### src/rtl/fe_fetch.sv
// Instruction fetch front end: PC register, ROM addressing and a 2-entry fetch queue.
// Optional performance counters are enabled with `define FE_FETCH_PERF_EN.
package Purple_Jade_pkg;
   parameter int WORD_SIZE_P   = 32;
   parameter int I_ROM_DEPTH_P = 64;
endpackage

module fe_fetch
   import Purple_Jade_pkg::*;
#(
   parameter int RESET_PC_P = 0,
   localparam int ADDR_WIDTH_LP = $clog2(I_ROM_DEPTH_P)
) (
   input  logic                     clk_i,
   input  logic                     reset_n_i,
   output logic [ADDR_WIDTH_LP-1:0] rom_addr_o,
   input  logic [WORD_SIZE_P-1:0]   rom_data_i,
   input  logic                     redirect_v_i,
   input  logic [ADDR_WIDTH_LP-1:0] redirect_pc_i,
   input  logic                     halt_i,
   output logic                     instr_v_o,
   output logic [WORD_SIZE_P-1:0]   instr_o,
   output logic [ADDR_WIDTH_LP-1:0] instr_pc_o,
   input  logic                     decode_ready_i,
   output logic [31:0]              perf_fetch_cnt_o,
   output logic [31:0]              perf_redirect_cnt_o
);

   typedef struct packed {
      logic [WORD_SIZE_P-1:0]   instr;
      logic [ADDR_WIDTH_LP-1:0] pc;
   } fe_entry_t;

   localparam logic [ADDR_WIDTH_LP-1:0] RESET_PC_LP = ADDR_WIDTH_LP'(RESET_PC_P);
   localparam logic [ADDR_WIDTH_LP-1:0] LAST_PC_LP  = ADDR_WIDTH_LP'(I_ROM_DEPTH_P - 1);

   logic [ADDR_WIDTH_LP-1:0] pc_r;
   logic [ADDR_WIDTH_LP-1:0] pc_inc;
   fe_entry_t                mem_r [2];
   logic                     rd_ptr_r;
   logic                     wr_ptr_r;
   logic [1:0]               count_r;
   logic                     pop;
   logic                     push;

   assign rom_addr_o = pc_r;
   assign instr_v_o  = (count_r != 2'd0);
   assign instr_o    = mem_r[rd_ptr_r].instr;
   assign instr_pc_o = mem_r[rd_ptr_r].pc;

   assign pop    = instr_v_o & decode_ready_i;
   assign push   = ~halt_i & ~redirect_v_i & ((count_r < 2'd2) | pop);
   assign pc_inc = (pc_r == LAST_PC_LP) ? '0 : pc_r + 1'b1;

   // Redirect wins over everything: it drops queued entries and any pop.
   always_ff @(posedge clk_i or negedge reset_n_i) begin
      if (!reset_n_i) begin
         pc_r     <= RESET_PC_LP;
         rd_ptr_r <= 1'b0;
         wr_ptr_r <= 1'b0;
         count_r  <= 2'd0;
      end else if (redirect_v_i) begin
         pc_r     <= redirect_pc_i;
         rd_ptr_r <= 1'b0;
         wr_ptr_r <= 1'b0;
         count_r  <= 2'd0;
      end else begin
         if (push) begin
            pc_r     <= pc_inc;
            wr_ptr_r <= ~wr_ptr_r;
         end
         if (pop) begin
            rd_ptr_r <= ~rd_ptr_r;
         end
         unique case ({push, pop})
            2'b10:   count_r <= count_r + 2'd1;
            2'b01:   count_r <= count_r - 2'd1;
            default: count_r <= count_r;
         endcase
      end
   end

   always_ff @(posedge clk_i) begin
      if (push) begin
         mem_r[wr_ptr_r] <= '{instr: rom_data_i, pc: pc_r};
      end
   end

`ifdef FE_FETCH_PERF_EN
   logic [31:0] fetch_cnt_r;
   logic [31:0] redirect_cnt_r;

   always_ff @(posedge clk_i or negedge reset_n_i) begin
      if (!reset_n_i) begin
         fetch_cnt_r    <= '0;
         redirect_cnt_r <= '0;
      end else begin
         if (push) begin
            fetch_cnt_r <= fetch_cnt_r + 32'd1;
         end
         if (redirect_v_i) begin
            redirect_cnt_r <= redirect_cnt_r + 32'd1;
         end
      end
   end

   assign perf_fetch_cnt_o    = fetch_cnt_r;
   assign perf_redirect_cnt_o = redirect_cnt_r;
`else
   assign perf_fetch_cnt_o    = '0;
   assign perf_redirect_cnt_o = '0;
`endif

endmodule

### config.mk
export PLATFORM = sky130hd
export DESIGN_NAME = fe_fetch
export DESIGN_NICKNAME = d
export VERILOG_FILES = /design/src/rtl/fe_fetch.sv
export SDC_FILE = /design/constraint.sdc
export NUM_CORES = 1
export LEC_CHECK = 0
export BUFFER_PORTS_ARGS = -buffer_cell sky130_fd_sc_hd__buf_4
export CAP_MARGIN = 20
export CELL_PAD_IN_SITES_DETAIL_PLACEMENT = 1
export CELL_PAD_IN_SITES_GLOBAL_PLACEMENT = 2
export CORE_AREA = 2 2 110 112
export DETAILED_ROUTE_END_ITERATION = 12
export DIE_AREA = 0 0 112 114
export HOLD_SLACK_MARGIN = 0.1
export PLACE_DENSITY = 0.81
export SLEW_MARGIN = 15
export SYNTH_ARGS = -nofsm -noshare
export SYNTH_HDL_FRONTEND = slang
export SYNTH_SLANG_ARGS = --single-unit
### constraint.sdc
create_clock -name clk_i -period 8.3 [get_ports clk_i]
set_input_delay 1.245 -clock clk_i [delete_from_list [all_inputs] [get_ports clk_i]]
set_output_delay 1.245 -clock clk_i [all_outputs]
set_load 0.01 [all_outputs]
## Word level (Yosys, flattened, before mapping)

Memories as Yosys holds them, arrays and structs flattened.
Cells that the tools add are included.

- $add $sub $neg: 3
- Order comparisons: 1
- Eq/ne operators: 3
- Muxes and demuxes: 11
- Bitwise operators: 8
- Reduce and logical (&&, ||, !) cells: 4

Operator list:

| operator | count |
|---|---|
| 2-to-1 mux 6 bit | 3 |
| adder 6 x 1 -> 6 bit (second input constant) | 1 |
| equality test 6 bit (second input constant) | 1 |
| 2-to-1 mux 1 bit | 6 |
| nonzero test 2 bit | 3 |
| inverter 1 bit | 4 |
| case mux 2 bit (2 select lines) | 1 |
| bitwise AND 1 bit | 3 |
| nonzero test 3 bit | 1 |
| adder 2 x 1 -> 2 bit (second input constant) | 1 |
| equality test 2 x 1 -> 1 bit (second input constant) | 1 |
| equality test 2 bit (second input constant) | 1 |
| less-than comparator 2 bit (second input constant) | 1 |
| 2-to-1 mux 2 bit | 1 |
| subtractor 2 x 1 -> 2 bit (second input constant) | 1 |
| bitwise OR 1 bit | 1 |

- Flip-flop bits (word level): 10
- Memory bits (writable): 76
- Input bits: 43
- Output and inout bits: 109
- Memories kept: 1

Memory list:

| memory | words | width | rd ports | clocked after Yosys merged registers in | write ports | RTL line | RTL |
|---|---|---|---|---|---|---|---|
| mem_r | 2 | 38 | 1 | 0 | 1 | 39 | `fe_entry_t mem_r [2];` |

## Logic depth before layout (Yosys ltp)

Gate-level depths: netlist (run 1).

- Depth in word-level cells: 7
- Gate-level depth with buffers: 5
- Mapped depth without buffers: 5

## Worst setup path after synthesis (run 1)

Ideal clock, no wire load.

- Kind: input port to flip-flop
- Start point: input redirect_v_i
- End point: memory mem_r[0][0] in the netlist's numbering, enable pin
- Setup time: 0.433 ns
- Arrival: 3.411 ns
- Required time: 7.867 ns
- Path slack: 4.456 ns
- Stages on the path: 3
- Cells stage by stage: buf_2 or3_4 nor2_1

- Word-level cells in the longest chain between the ends: 5

RTL lines:

| what | RTL line | RTL |
|---|---|---|
| from (decl) | 18 | `input logic redirect_v_i,` |
| inverter 1 bit | 52 | `assign push = ~halt_i & ~redirect_v_i & ((count_r < 2'd2) \| pop);` |
| bitwise AND 1 bit (2 in a row) | 52 |  |
| 2-to-1 mux 1 bit | 84 | `if (push) begin` |
| 2-to-1 mux 1 bit (not written as such) | 85 | `mem_r[wr_ptr_r] <= '{instr: rom_data_i, pc: pc_r};` |
| to (decl) | 39 |  |

No other way between the ends.

## Final worst setup path (run 1)

- Start point: register rd_ptr_r
- End point: output instr_o[29]

- Word-level cells in the longest chain between the ends: 1

RTL lines:

| what | RTL line | RTL |
|---|---|---|
| from (decl) | 40 | `logic rd_ptr_r;` |
| from (signal assigned) | 73 | `rd_ptr_r <= ~rd_ptr_r;` |
| memory (2 x 38 bit) | n/a |  |
| to (decl) | 22 | `output logic [WORD_SIZE_P-1:0] instr_o,` |

No other way between the ends.

==> results of run 1 <==
cells in the mapped netlist (all sizes together), types with 2 or more instances:
library cell	n
xnor2	3
nor2b	2
edfxtp	76
o311ai	2
a31oi	2
a21oi	4
nor2	4
o21ai	5
or3	3
buf	69
nand2	7
a2bb2oi	3
dfrtp	10
or2	2
clkbuf	2
o211ai	2
inv	4
mux2	38
nor3b	2
nand3	3
flip-flops by register name, summed over array words and instances (netlist names):
register / flops
rd_ptr_r: 1
wr_ptr_r: 1
mem_r: 76
count_r: 2
rom_addr_o: 6
worst max-delay path: stages (launching register included):
cell and delay [ns]:
dfrtp_2 0.98, mux2_2 0.43, buf_4 0.15
stage by stage:
| stage | hold WS, ns | power, mW | utilization (%) |
|---|---|---|---|
| 3_3_place_gp | 0.604 | 0.652 | 37.6 |
| 3_5_place_dp | 0.616 | 0.658 | 37.9 |
| 2_1_floorplan | 0.524 | 0.611 | - |
| 4_1_cts | 0.631 | 1.04 | 40.3 |
| 5_1_grt | 0.666 | 1.07 | 40.3 |
| 6_report | 0.627 | 1.02 | 40.3 |
metal layers:
layer  vias to the layer above  global-route usage (%)
li1                        959                       -
met5                         -                       0
met2                        98                    19.3
met3                         7                    1.97
met1                      1016                    13.6
met4                         0                    5.37
worst paths after layout:
path	slack, ns	end	depth (start not counted)	start
min reg2reg	0.63	wr_ptr_r	2	wr_ptr_r
max in group asynchronous	7.40	rd_ptr_r	1	reset_n_i
min in group asynchronous	0.73	rom_addr_o[1]	1	reset_n_i
min	0.63	wr_ptr_r	2	wr_ptr_r
max	5.17	instr_o[29]	2	rd_ptr_r
max reg2reg	6.25	mem_r[1][35]	3	count_r[1]
kinds of logic after synthesis:
family	Yosys count	share of synthesized area [%]
adders and majority gates	1	0.326
and+or+nand+nor	28	4.50
buffers and inverters	75	13.8
other	1	0.0978
muxes	38	11.2
DFF	86	66.0
AOI/OAI and AO/OA	18	3.23
xor gates and xnor gates	4	0.913
power by group through the flow:
stage / registers [mW] / logic (mW) / clock network, mW
6_report: 0.516 / 0.130 / 0.379
4_1_cts: 0.517 / 0.132 / 0.392
5_1_grt: 0.520 / 0.142 / 0.409
2_1_floorplan: 0.516 / 0.0956 / 0
3_5_place_dp: 0.526 / 0.132 / 0
3_3_place_gp: 0.524 / 0.127 / 0
cell type report:
cell class	count	area, µm²
inverters	4	15.0
repair buffers	88	681
multi-input cells	153	1020
clock buffers	12	236
clock inverters	4	47.5
flip-flops and latches	86	2530
fillers	1234	6990
well taps	147	184
==> flow_summary_export.csv, run 1 <==
group,metric,value,unit
status,status,"completed",
critical_path,crit_fanout,39,
pwr,p_leak,1.85,nW
floorplan,core,11700,µm²
global_routing,grt_pass1_wl,11000,µm
finish,diodes,0,
timing,finalSetupViolations,0,
cts,cts_setup_buffers,0,
routing,drt_iter0_drc,78,
floorplan,rows,40,
routing,antenna_left,0,
critical_path,cp.required,7.05,ns
placed_design,pre_cts_slack,5.25,ns
routing,wl_met3,453,µm
synth,synth.distinct_cells,33,
cts,cts_made_buffers,9,
synth,synth-seq-cells,86,
timing,maxSlewViolCount,0,
pwr,irDropWorstVdd,0.0800,mV
floorplan,die_w,112,µm
critical_path,worstSetupPathType,"register to output port",
synth,synth_top_cell_by_area,"edfxtp_1",
synth,syn_area_per_cell,15.3,µm²
cts,ctsHoldBuffers,0,
synth,synth_edf_count,76,
global_routing,grt-ovfl-total,0,
finish,fin_cells,494,
routing,drc,0,
cts,cts_resized,0,
timing,worstMarginPinSlew,0.982,ns
finish,final_cell_mix,"buf_4 (87), edfxtp_1 (76), conb_1 (64)",
placed_design,place_area,4430,µm²
finish,drive_gt1_share,42.9,%
finish,syn_to_final_growth,23.0,%
synth,synthArstFlopShare,11.6,%
cts,cts_tree,"built",
critical_path,cp.arrival,1.89,ns
critical_path,cp-end-kind,"output port",
finish,final_common_cell,"buf_4",
cts,cts.htree.levels,3,
pwr,p_seq_share,50.3,%
pwr,p_int,0.795,mW
pwr,switching_power,0.230,mW
timing,finalHoldViolations,0,
synth,yosysSeqAreaShare,66.0,%
cts,clock-sinks,86,
job,drv_cap,0,
placed_design,io_buffers,87,
pwr,combPwrFrac,12.7,%
floorplan,die_h,114,µm
timing,finClkSkew,0.0101,ns
synth,syn_area,3840,µm²
cts,cts-root-buf,"clkbuf_16",
finish,nNetsFinal,386,
routing,wl_met2,3720,µm
timing,min_period_over_period,37.8,%
cts,clk_latency,0.33,ns
placed_design,dp_cells,478,
cts,clk_path_buf_depth,2,
routing,routed_wl,7090,µm
synth,ys_warn_count,0,
routing,wire_per_inst,14.4,µm
synth,synth-main-ff-cell,"edfxtp_1",
synth,synth_top_area_share,59.5,%
global_routing,antenna_found_initial,0,
pwr,clkPwrFrac,37.0,%
global_routing,grt_util_all_layers,11.2,%
routing,top_layer_used,"met4",
global_routing,first_global_vias,2123,
timing,rsz0062_at_grt,"false",
timing,min_period,3.13,ns
global_routing,grt_max_degree,40,
routing,m1WireLength,2840,µm
timing,relSlewSlack,34.5,%
finish,finalInstanceArea,4720,µm²
pwr,switching_share,22.4,%
placed_design,gp_congestion,0.738,
placed_design,dpl.hpwl,4910,µm
timing,tns,0,ns
routing,first_pass_iters,4,
cts,clkTransAtPathRegs,0.06,ns
floorplan,io_pins,152,
floorplan,initial_utilization,32.8,%
critical_path,startpoint_type,"register",
worst_hold_path,hold_class,"register to register",
pwr,power_density,217,nW/µm²
routing,via_count,2080,
synth,syn-instance-count,251,
timing,fmax,319,MHz
routing,viasPerCell,4.21,
synth,synth.area.top_cells,"edfxtp_1 (59%), buf_4 (13%), mux2_2 (11%)",
floorplan,die_area,12800,µm²
timing,worst_slack,5.17,ns
(Power assumes the default switching activity.)
==> run 2: changes to the inputs <==
- CORE_AREA: 2 2 110 112 -> 2 2 119 121
- DIE_AREA: 0 0 112 114 -> 0 0 121 123
- PLACE_DENSITY: 0.81 -> 0.73
- clock period: 8.3 -> 2.85 ns (I/O delays scaled with it)
==> flow_summary_export.csv, run 2 (synthesis gave the netlist of run 1 again) <==
group,metric,value,unit
status,status,"completed",
pwr,power_density,664,nW/µm²
timing,min_period,2.29,ns
finish,diodes,0,
cts,clock-sinks,86,
floorplan,die_w,121,µm
critical_path,cp.required,2.42,ns
finish,final_cell_mix,"buf_4 (91), edfxtp_1 (76), conb_1 (64)",
timing,relSlewSlack,64.2,%
global_routing,grt_util_all_layers,10.3,%
cts,clkTransAtPathRegs,0.06,ns
pwr,p_leak,1.89,nW
timing,finalHoldViolations,0,
cts,clk_latency,0.33,ns
timing,rsz0062_at_grt,"false",
routing,antenna_left,0,
cts,cts_setup_buffers,0,
floorplan,die_h,123,µm
cts,cts-root-buf,"clkbuf_16",
floorplan,initial_utilization,28.2,%
placed_design,io_buffers,87,
floorplan,rows,43,
critical_path,cp-end-kind,"output port",
routing,first_pass_iters,4,
global_routing,grt_pass1_wl,11400,µm
pwr,finalPower,3.21,mW
pwr,irDropWorstVdd,0.268,mV
routing,via_count,2076,
finish,largest_reg_flops,76,
placed_design,gp_congestion,0.762,
critical_path,startpoint_type,"register",
worst_hold_path,hold_class,"input port to register",
critical_path,worstSetupPathType,"register to output port",
finish,fill_cells,1441,
floorplan,io_pins,152,
global_routing,grt-ovfl-total,0,
placed_design,dpl.hpwl,5480,µm
global_routing,first_global_vias,2173,
finish,syn_to_final_growth,26.0,%
placed_design,dp_cells,514,
routing,routed_wl,7670,µm
finish,regMostFlops,"mem_r",
cts,clk_path_buf_depth,2,
routing,viasPerCell,3.91,
job,drv_cap,0,
cts,cts_made_buffers,9,
routing,drc,0,
routing,drt_iter0_drc,92,
floorplan,core,13600,µm²
timing,worstMarginPinSlew,0.538,ns
floorplan,die_area,14900,µm²
cts,cts_tree,"built",
timing,fmax,437,MHz
finish,drive_gt1_share,44.2,%
global_routing,antenna_found_initial,0,
global_routing,grt_max_degree,39,
timing,finalSetupViolations,0,
timing,maxSlewViolCount,0,
timing,tns,0,ns
finish,fin_cells,531,
critical_path,cp.arrival,1.86,ns
critical_path,crit_fanout,21,
timing,finClkSkew,0.00512,ns
routing,wire_per_inst,14.4,µm
finish,nNetsFinal,390,
cts,cts.htree.levels,3,
finish,final_common_cell,"buf_4",
timing,min_period_over_period,80.2,%
==> run 2: power by group <==
| group | switching (mW) | total (mW) | internal [mW] |
|---|---|---|---|
| logic | 0.199 | 0.394 | 0.195 |
| clock network | 0.466 | 1.32 | 0.858 |
| registers | 0.0495 | 1.49 | 1.44 |
| total | 0.714 | 3.21 | 2.50 |
==> run 2: layout make-up <==
type / count / area [µm²] / area share (%)
sequential: 86 / 2530 / 52.4
clock buffer: 9 / 225 / 4.66
inverter: 4 / 15.0 / 0.311
tap: 180 / 225 / 4.66
clock inverter: 7 / 121 / 2.51
multi-input combinational: 153 / 1020 / 21.1
timing repair buffer: 92 / 693 / 14.3
==> run 2: critical path: stages (launching register included) <==
cell     delay (ns)
dfrtp_2        0.71
buf_4          0.30
mux2_2         0.37
buf_4          0.15
==> run 2: through the flow <==
step	util [%]	instance area, µm²	worst slack, ns	hold slack [ns]
floorplan	-	4080	0.458	0.132
global placement	32.9	4480	0.879	0.269
detailed placement	32.9	4480	0.850	0.272
CTS	35.5	4830	0.502	0.263
global route	35.5	4830	0.450	0.265
finish	35.5	4830	0.564	0.276
==> run 2: path summary, 6_finish.rpt <==
| kind | start | end | slack, ns | cells past startpoint |
|---|---|---|---|---|
| setup / recovery | rd_ptr_r | instr_o[5] | 0.56 | 3 |
| hold / removal | rom_data_i[13] | mem_r[0][19] | 0.28 | 1 |
| setup reg to reg | count_r[1] | mem_r[0][18] | 0.95 | 4 |
| hold reg to reg | rom_addr_o[3] | mem_r[1][3] | 0.61 | 0 |
| max in group asynchronous | reset_n_i | rd_ptr_r | 2.22 | 2 |
| min in group asynchronous | reset_n_i | rom_addr_o[2] | 0.47 | 2 |
==> run 2: what timing repair did <==
action | 4_1_cts | 5_1_grt
endpoints found under the hold margin | 10 | 0
gates resized for setup | 0 | 0
hold buffers | 1 | 0
==> run 2: routing by layer <==
layer	vias to the layer above	global-route usage [%]	share of wire [%]
li1	970	-	-
met1	991	12.5	42
met2	105	17.1	49
met3	10	3.14	7.8
met4	0	4.51	1.5
met5	-	0	0
==> run 3: changes to the inputs <==
- CORE_AREA: 2 2 119 121 -> 2 2 113 115
- DIE_AREA: 0 0 121 123 -> 0 0 115 117
- PLACE_DENSITY: 0.73 -> 0.77
- clock period: 2.85 -> 2.2 ns (I/O delays scaled with it)
==> flow_summary_export.csv, run 3 (synthesis gave the netlist of run 1 again) <==
group,metric,value,unit
pwr,irDropWorstVdd,0.396,mV
placed_design,pre_cts_slack,0.531,ns
pwr,finalPower,4.01,mW
cts,clk_path_buf_depth,2,
timing,fmax,537,MHz
pwr,p_leak,1.88,nW
cts,cts-root-buf,"clkbuf_16",
timing,tns,0,ns
routing,via_count,2090,
critical_path,crit_top_cell,"buf_4",
routing,routed_wl,7340,µm
critical_path,cp-end-kind,"output port",
floorplan,initial_utilization,31.2,%
floorplan,die_area,13500,µm²
global_routing,grt_max_degree,39,
cts,cts.htree.levels,3,
critical_path,slowest_stage,"mux2_2",
critical_path,cp.arrival,1.53,ns
placed_design,gp_congestion,0.731,
cts,cts_tree,"built",
timing,maxSlewViolCount,0,
critical_path,cp.required,1.87,ns
timing,finClkSkew,0.00766,ns
timing,finalSetupViolations,0,
timing,finalHoldViolations,0,
status,status,"completed",
finish,syn_to_final_growth,24.8,%
floorplan,die_w,115,µm
floorplan,io_pins,152,
cts,cts_made_buffers,9,
critical_path,crit_fanout,24,
timing,min_period,1.86,ns
critical_path,worstSetupPathType,"register to output port",
job,drv_cap,0,
global_routing,first_global_vias,2127,
routing,first_pass_iters,4,
finish,largest_reg_flops,76,
finish,nNetsFinal,390,
timing,worst_slack,0.337,ns
worst_hold_path,holdPathStages,1,
worst_hold_path,hold_class,"input port to register",
routing,wire_per_inst,14.6,µm
floorplan,rows,41,
global_routing,antenna_found_initial,0,
critical_path,max_stage_delay,0.39,ns
critical_path,path_cells,"buf_4 > mux2_2 > buf_4",
placed_design,dpl.hpwl,5090,µm
floorplan,core,12300,µm²
routing,drc,0,
finish,final_cell_mix,"buf_4 (89), edfxtp_1 (76), conb_1 (64)",
global_routing,grt_util_all_layers,10.8,%
cts,clk_latency,0.33,ns
cts,cts_resized,0,
timing,min_period_over_period,84.7,%
finish,drive_gt1_share,43.3,%
routing,drt_iter0_drc,123,
timing,rsz0062_at_grt,"false",
global_routing,grt-ovfl-total,0,
floorplan,die_h,117,µm
cts,clkTransAtPathRegs,0.06,ns
cts,clock-sinks,86,
finish,diodes,0,
critical_path,startpoint_type,"register",
critical_path,r2r_cells,4,
routing,viasPerCell,4.17,
finish,final_common_cell,"buf_4",
routing,antenna_left,0,
pwr,power_density,838,nW/µm²
placed_design,io_buffers,87,
global_routing,grt_pass1_wl,10900,µm
finish,regMostFlops,"mem_r",
## run 3: cell type report
cell class,instances,area [µm²]
Tap cell,150,188
Multi-Input combinational cell,153,1020
Inverter,4,15.0
Timing Repair Buffer,92,718
Clock inverter,7,87.6
Sequential cell,86,2530
Clock buffer,9,225
Fill cell,1292,7520
## run 3: stage by stage
step	cell area (µm²)	util, %	hold slack, ns	cells
after detailed placement	4470	36.3	0.177	484
after CTS	4790	38.9	0.175	501
final	4790	38.9	0.187	501
after global routing	4790	38.9	0.172	501
after floorplan	4080	-	0.0344	314
after global placement	4470	36.3	0.174	484
## run 3: worst paths after layout
kind | start | to | slack, ns
worst max-delay path | rd_ptr_r | instr_o[1] | 0.34
max in group asynchronous | reset_n_i | rd_ptr_r | 1.65
min in group asynchronous | reset_n_i | rom_addr_o[1] | 0.38
worst min-delay path | rom_data_i[9] | mem_r[1][15] | 0.19
worst max register to register | count_r[1] | mem_r[0][22] | 0.53
worst min register to register | rom_addr_o[5] | mem_r[0][5] | 0.61
## run 3: repair_timing
action | 4_1_cts | 5_1_grt
setup buffers | 0 | 0
hold buffers | 1 | 0
endpoints found under the hold margin | 10 | 0
setup endpoints to repair | 0 | 0
## run 3: critical path: cells and delay by family, from the launching register on
| family | cells | cell delay [ns] |
|---|---|---|
| flip-flops | 1 | 0.35 |
| buffers and inverters | 2 | 0.45 |
| multiplexers | 1 | 0.39 |
## run 3: per-layer routing
metal / track usage, % / vias to the layer above / part of all wire, %
li1: - / 974 / -
met1: 12.8 / 1012 / 40
met2: 19.0 / 97 / 52
met3: 2.63 / 7 / 6.5
met4: 4.58 / 0 / 1.3
met5: 0 / - / 0
## run 3: power breakdown
group	switching (mW)	leakage [nW]	internal, mW
Combinational	0.268	0.915	0.258
Clock	0.581	0.149	0.986
Sequential	0.0506	0.820	1.87
